--- src/rtl/spi_master_seq.sv ---
// spi_master_seq: SPI master with single/dual/quad lanes, CPOL/CPHA select and programmable sclk divider.
module spi_master_seq #(
  parameter int DATA_WIDTH = 8,
  parameter int DIV_WIDTH  = 8
) (
  input  logic                  pclk,
  input  logic                  areset,
  input  logic                  start,
  input  logic [DATA_WIDTH-1:0] tx_data,
  input  logic                  cpol,
  input  logic                  cpha,
  input  logic [1:0]            lanes,
  input  logic [DIV_WIDTH-1:0]  clk_div,
  output logic                  busy,
  output logic                  done,
  output logic [DATA_WIDTH-1:0] rx_data,
  output logic                  sclk,
  output logic                  cs,
  output logic                  mosi0,
  output logic                  mosi1,
  output logic                  mosi2,
  output logic                  mosi3,
  input  logic                  miso0,
  input  logic                  miso1,
  input  logic                  miso2,
  input  logic                  miso3
);
  localparam int W  = DATA_WIDTH;
  localparam int EW = $clog2(2 * W) + 1;
  typedef enum logic [1:0] {IDLE, SETUP, XFER, HOLD} state_t;
  state_t               state;
  logic [W-1:0]         tx_sh, rx_sh, tx_nx, rx_nx;
  logic [DIV_WIDTH-1:0] div_l, cnt;
  logic [1:0]           mode;
  logic                 pha, tick, lead, quad, dual;
  logic [EW-1:0]        ecnt, last;
  logic [3:0]           mosi, miso;
  function automatic logic [3:0] beat_of(input logic [W-1:0] s, input logic [1:0] m);
    return m == 2'd2 ? s[W-1 -: 4] : m == 2'd1 ? {2'b00, s[W-1 -: 2]} : {3'b000, s[W-1]};
  endfunction
  assign quad  = mode == 2'd2;
  assign dual  = mode == 2'd1;
  assign tick  = cnt == div_l;
  assign lead  = !ecnt[0];
  assign last  = quad ? EW'(W / 2 - 1) : dual ? EW'(W - 1) : EW'(2 * W - 1);
  assign miso  = {miso3, miso2, miso1, miso0};
  assign tx_nx = quad ? tx_sh << 4 : dual ? tx_sh << 2 : tx_sh << 1;
  assign rx_nx = quad ? (rx_sh << 4) | W'(miso) : dual ? (rx_sh << 2) | W'(miso[1:0]) : (rx_sh << 1) | W'(miso[0]);
  assign busy  = state != IDLE;
  assign {mosi3, mosi2, mosi1, mosi0} = mosi;
  always_ff @(posedge pclk or negedge areset)
    if (!areset) begin
      state   <= IDLE;
      cs      <= 1'b1;
      sclk    <= 1'b0;
      mosi    <= '0;
      done    <= 1'b0;
      rx_data <= '0;
      tx_sh   <= '0;
      rx_sh   <= '0;
      div_l   <= '0;
      cnt     <= '0;
      mode    <= '0;
      pha     <= 1'b0;
      ecnt    <= '0;
    end else begin
      done <= 1'b0;
      cnt  <= (state == IDLE || tick) ? '0 : cnt + DIV_WIDTH'(1);
      case (state)
        IDLE: if (start && !done) begin
          state <= SETUP;
          cs    <= 1'b0;
          sclk  <= cpol;
          tx_sh <= tx_data;
          rx_sh <= '0;
          div_l <= clk_div;
          mode  <= lanes;
          pha   <= cpha;
          ecnt  <= '0;
          mosi  <= cpha ? 4'h0 : beat_of(tx_data, lanes);
        end
        SETUP, XFER: if (tick) begin
          sclk  <= ~sclk;
          ecnt  <= ecnt + EW'(1);
          state <= ecnt == last ? HOLD : XFER;
          if (lead != pha) rx_sh <= rx_nx;
          // cpha=0 shifts on trailing edges (not the final one); cpha=1 shifts on leading edges
          if ((!lead && !pha && ecnt != last) || (lead && pha)) begin
            mosi  <= beat_of(pha ? tx_sh : tx_nx, mode);
            tx_sh <= tx_nx;
          end
        end
        HOLD: if (tick) begin
          state   <= IDLE;
          done    <= 1'b1;
          cs      <= 1'b1;
          mosi    <= '0;
          rx_data <= rx_sh;
        end
        default: state <= IDLE;
      endcase
    end
endmodule

--- config.mk ---
export PLATFORM = sky130hd
export DESIGN_NAME = spi_master_seq
export DESIGN_NICKNAME = d
export VERILOG_FILES = /design/src/rtl/spi_master_seq.sv
export SDC_FILE = /design/constraint.sdc
export NUM_CORES = 1
export LEC_CHECK = 0
export ABC_AREA = 1
export BUFFER_PORTS_ARGS = -buffer_cell sky130_fd_sc_hd__clkbuf_2
export CAP_MARGIN = 20
export CELL_PAD_IN_SITES_DETAIL_PLACEMENT = 1
export CELL_PAD_IN_SITES_GLOBAL_PLACEMENT = 2
export CORE_MARGIN = 3
export CORE_UTILIZATION = 30
export DETAILED_ROUTE_END_ITERATION = 16
export PLACE_DENSITY = 0.87
export SYNTH_ARGS = -nofsm -noshare
export SYNTH_HDL_FRONTEND = slang
export SYNTH_SLANG_ARGS = --single-unit
--- constraint.sdc ---
create_clock -name pclk -period 1.75 [get_ports pclk]
set_input_delay 0.0875 -clock pclk [delete_from_list [all_inputs] [get_ports pclk]]
set_output_delay 0.0875 -clock pclk [all_outputs]
set_load 0.02 [all_outputs]
==> qor.csv, run 1 <==
metric,value,unit
max_freq,614,MHz
path_buf_inv,2,
start_kind,register,
cp.required,2.03,ns
arrival,1.91,ns
yosysTopAreaCell,dfrtp_1,
track_usage,16.9,%
netlist_area,0.00328,sq mm
h-tree-depth,3,
n_antenna_cell,0,
synth_top_area_share,42.7,%
gp_congestion,0.836,
synthAdderAreaFrac,3.43,%
netlist-cell-type-count,34,
peakVddDrop,285,uV
synth_xor_area_share,2.40,%
hold_path.class,in2reg,
maxSlewHeadroom,78.6,%
dieArea,0.0122,sq mm
drt_iter0_markers,175,
num_vias,3195,
ys.warnings.count,0,
worst-path-max-fanout,6,
crit_family,simple AND/OR/NAND/NOR gates,
wl_per_cell,15.3,um
area_delta_synth_final,28.6,%
period_share,93.1,%
endpoint_kind,register,
synthMuxAreaShare,1.03,%
pin_count,43,
place_area,0.00377,sq mm
power_density,651,mW/mm^2
tightestPinTransition,0.321,ns
grt_pass1_wl,16600,um
wirelength,10100,um
clock_sinks,57,
ant_nets,0,
nFillCells,1341,
overflow,0,
path_cells,"ha_4, nand2_1, inv_1, nor2_2, nand3_2, nand2_1, nand3_2, buf_6, nand2_2, nand2_1, nand2_1",
cts.path.max_buffers,2,
fin_crit,1.63,ns
synth_cells,443,
critPathMaxStageDelay,0.42,ns
start_util,31.3,%
status,completed,
crit_type,reg2reg,
nets,553,
grt_pass1_vias,3336,
clockRootBuffer,clkbuf_8,
coreArea,0.0105,sq mm
final_layout_size_suffix_gt1_share,22.9,%
synth_area_leaders,"dfrtp_1 43%, nand2_1 18%, inv_1 5.5%",
fp.dieH,111,um
clock_latency,0.35,ns
synth_seq_area_share,43.5,%
synth_compound_area_share,9.65,%
clkTransAtPathRegs,0.07,ns
cts_buffers,9,
maxSlewViolCount,0,
leakagePower,2.21,nW
synth_fp_nets,479,
syn_area_per_cell,7.40,sq um
route.detailed.drc,0,
power,2.75,mW
post-route-util,40.3,%
grt_max_degree,58,
fin_area,0.00422,sq mm
synth_top_family_by_area,simple AND/OR/NAND/NOR gates,
skew,0.0105,ns
ys_seq_elements,57,
die_x,111,um
row_count,37,
port_buffers,42,
setup_viol,0,
vias_per_cell,4.87,
cts_tree,yes,
drv_cap,0,
antenna_found_initial,0,
critical_path.most_common_cell,nand2_1,
cp_slowest_cell,dfrtp_1,
dp_hpwl,7270,um
finalHoldViolCount,0,
dr.pass1.iters,5,
synth-simple-area-share,32.2,%
==> per-stage QoR <==
step / instances / hold slack [ns] / setup WS [ns] / TNS [ns]
finish: 656 / 0.0195 / 0.121 / 0
global route: 656 / 0.0416 / -0.00298 / -0.00536
CTS: 654 / 0.0166 / 0.0142 / 0
detailed placement: 631 / 0.127 / -0.0128 / -0.0262
global placement: 631 / 0.122 / 0.0375 / 0
floorplan: 443 / -0.208 / 0.0393 / 0
==> synthesized netlist by cell type, drive strengths merged <==
master,number
nand2,163
dfrtp,56
inv,49
nor2,38
o21ai,32
nand3,26
nand4,15
a21oi,14
ha,9
buf,8
xor2,5
clkbuf,4
xnor2,4
mux2,3
nor3,3
o211ai,3
o21a,2
or2,2
a211oi,1
a22oi,1
a31oi,1
a32oi,1
clkinv,1
dfstp,1
nor3b,1
==> layout make-up <==
cell class / instances / area (sq um) / share of cell area, %
clock buffer: 11 / 131 / 3.12
multi-input combinational: 324 / 1730 / 41.0
inverter: 50 / 188 / 4.45
tap: 136 / 170 / 4.04
sequential: 57 / 1430 / 33.9
clock inverter: 3 / 67.6 / 1.60
timing repair buffer: 75 / 504 / 12.0
==> worst register-to-register path, stage by stage (launching register included) <==
cell and delay, ns:
dfrtp_1 0.42, ha_4 0.20, nand2_1 0.06, inv_1 0.05, nor2_2 0.12, nand3_2 0.11
nand2_1 0.08, nand3_2 0.13, buf_6 0.18, nand2_2 0.09, nand2_1 0.06, nand2_1 0.06
==> cell usage in the layout, fill, tap and decap left out, drive strengths merged, types with 14 or more instances in the layout <==
master | netlist | routed
nand3 | 26 | 26
inv | 49 | 49
buf | 8 | 24
clkbuf | 4 | 53
o21ai | 32 | 32
nand4 | 15 | 15
a21oi | 14 | 14
nor2 | 38 | 38
nand2 | 163 | 163
dfrtp | 56 | 56
==> metal layers <==
layer  vias up  share of wire (%)  track usage (%)
met1      1554                 45             21.2
met3        12                3.2             3.12
met2        69                 51             28.8
met4         0                1.5             6.40
met5         -                  0                0
li1       1560                  -                -
==> what timing repair did <==
item	in CTS	in global routing
resized for setup	7	25
gates cloned	0	0
endpoints found under the hold margin	64	0
pin swaps	0	2
endpoints found under the setup margin	9	27
hold buffers	9	0
setup buffers	0	2
==> cells by family after synthesis <==
kind of cell,count (synthesis)
simple gates,248
flops,57
mux,3
xor+xnor,9
buf+inv,62
fa+ha+maj,9
compound gates,55
==> power by group <==
group          switching [mW]  total, mW  leakage (nW)  internal, mW
sequential            0.00198       1.32         0.729          1.32
clock                   0.538       1.33        0.0955         0.787
combinational          0.0546      0.101          1.39        0.0462
==> state kept, by name, summed over array words and instances (netlist names), 2 cells and up <==
signal and count:
cnt 8, mode 2, mosi 4, rx_data 8, state 2, tx_sh 8
div_l 8, rx_sh 8, ecnt 5
==> final timing paths <==
path                             from       end  slack (ns)  cells after the start
hold reg to reg               mosi[3]   mosi[3]        0.48                      2
hold / removal             clk_div[4]  div_l[4]        0.02                      3
min in group asynchronous      areset  div_l[1]        0.29                      3
setup reg to reg              mode[1]   mosi[2]        0.12                     11
setup / recovery              mode[1]   mosi[2]        0.12                     11
max in group asynchronous      areset        cs        1.16                      3
Power figures use the tool's default switching activity.
==> run 2: changes to the inputs <==
- MAX_ROUTING_LAYER: not set -> met4
==> qor.csv, run 2 (same netlist as run 1, synthesis figures left out) <==
metric,value,unit
status,completed,
max_freq,614,MHz
nets,553,
critical_path.most_common_cell,nand2_1,
overflow,0,
cp.required,2.04,ns
fin_ws,0.121,ns
grt_pass1_wl,16600,um
cts.path.max_buffers,2,
arrival,1.91,ns
clock_latency,0.36,ns
hold_path.class,in2reg,
multiInputGateArea,0.00173,sq mm
cp_slowest_cell,dfrtp_1,
skew,0.0104,ns
period_share,93.1,%
ant_nets,0,
setup_viol,0,
ff_latch_area,0.00143,sq mm
h-tree-depth,3,
dp_hpwl,7270,um
worst-path-max-fanout,6,
tightestPinTransition,0.321,ns
endpoint_kind,register,
cts_buffers,9,
post-place-ws,-0.0128,ns
peakVddDrop,287,uV
fp.dieH,111,um
wl_per_cell,15.3,um
n_antenna_cell,0,
start_util,31.3,%
vias_per_cell,4.85,
grt_max_degree,58,
row_count,37,
final_cell_mix,"158 x nand2_1, 56 x dfrtp_1, 45 x inv_1",
dr.pass1.iters,4,
wirelength,10000,um
grt_pass1_vias,3341,
die_x,111,um
post-route-util,40.3,%
final_layout_size_suffix_gt1_share,22.9,%
drt_iter0_markers,195,
dieArea,0.0122,sq mm
cts_tree,yes,
final_common_cell,nand2_1,
route.detailed.drc,0,
num_vias,3179,
clockRootBuffer,clkbuf_8,
antenna_found_initial,0,
drv_cap,0,
power_density,652,mW/mm^2
nFillCells,1341,
path_cells,"ha_4, nand2_1, inv_1, nor2_2, nand3_2, nand2_1, nand3_2, buf_6, nand2_2, nand2_1, nand2_1",
maxSlewHeadroom,78.6,%
maxSlewViolCount,0,
clock_sinks,57,
clkTransAtPathRegs,0.07,ns
area_delta_synth_final,28.6,%
finalNonFillerCells,656,
gp_congestion,0.849,
coreArea,0.0105,sq mm
leakagePower,2.21,nW
critPathMaxStageDelay,0.42,ns
fin_crit,1.63,ns
crit_type,reg2reg,
start_kind,register,
pin_count,43,
finalHoldViolCount,0,
port_buffers,42,
placed_cells,631,
track_usage,17.4,%
-- run 2: worst paths after layout --
check / startpoint / endpoint / slack, ns / cells past startpoint
setup / recovery: mode[1] / mosi[2] / 0.12 / 11
hold / removal: clk_div[4] / div_l[4] / 0.02 / 3
setup reg to reg: mode[1] / mosi[2] / 0.12 / 11
hold reg to reg: mosi[3] / mosi[3] / 0.48 / 2
max in group asynchronous: areset / cs / 1.16 / 3
min in group asynchronous: areset / div_l[1] / 0.29 / 3
-- run 2: where the power goes --
part / switching, mW / internal, mW / total, mW
clock network: 0.540 / 0.787 / 1.33
registers: 0.00210 / 1.32 / 1.32
logic: 0.0548 / 0.0462 / 0.101
total: 0.597 / 2.15 / 2.75
-- run 2: metrics by stage --
step,setup TNS [ns],hold slack [ns],power (mW),instance area [sq um]
global placement,0,0.122,1.43,3770
floorplan,0,-0.208,1.36,3280
finish,0,0.0173,2.75,4220
global route,-0.00312,0.0416,2.87,4220
CTS,0,0.0166,2.78,4080
detailed placement,-0.0262,0.127,1.43,3770
-- run 2: cell type report --
class                           count  area share (%)
Clock buffer                       11            3.12
Clock inverter                      3            1.60
Multi-Input combinational cell    324            41.0
Timing Repair Buffer               75            12.0
Tap cell                          136            4.04
Sequential cell                    57            33.9
Inverter                           50            4.45
-- run 2: timing repair --
item	in CTS	in global routing
setup buffers	0	2
endpoints found under the hold margin	64	0
setup endpoints to repair	9	27
gates resized for setup	7	25
pin swaps	0	2
hold buffers	9	0
-- run 2: per-layer routing --
| metal | track usage [%] | vias to the layer above | share of wire (%) |
|---|---|---|---|
| met2 | 28.8 | 47 | 51 |
| met4 | 6.40 | 0 | 1.5 |
| met1 | 21.2 | 1565 | 45 |
| met5 | - | - | 0 |
| met3 | 3.07 | 10 | 2.6 |
| li1 | - | 1557 | - |
-- run 2: critical path, delay by kind of cell, from the launching register on --
kind	cells	cell delay (ns)
simple gates	8	0.71
flops	1	0.42
buf+inv	2	0.23
fa+ha+maj	1	0.20
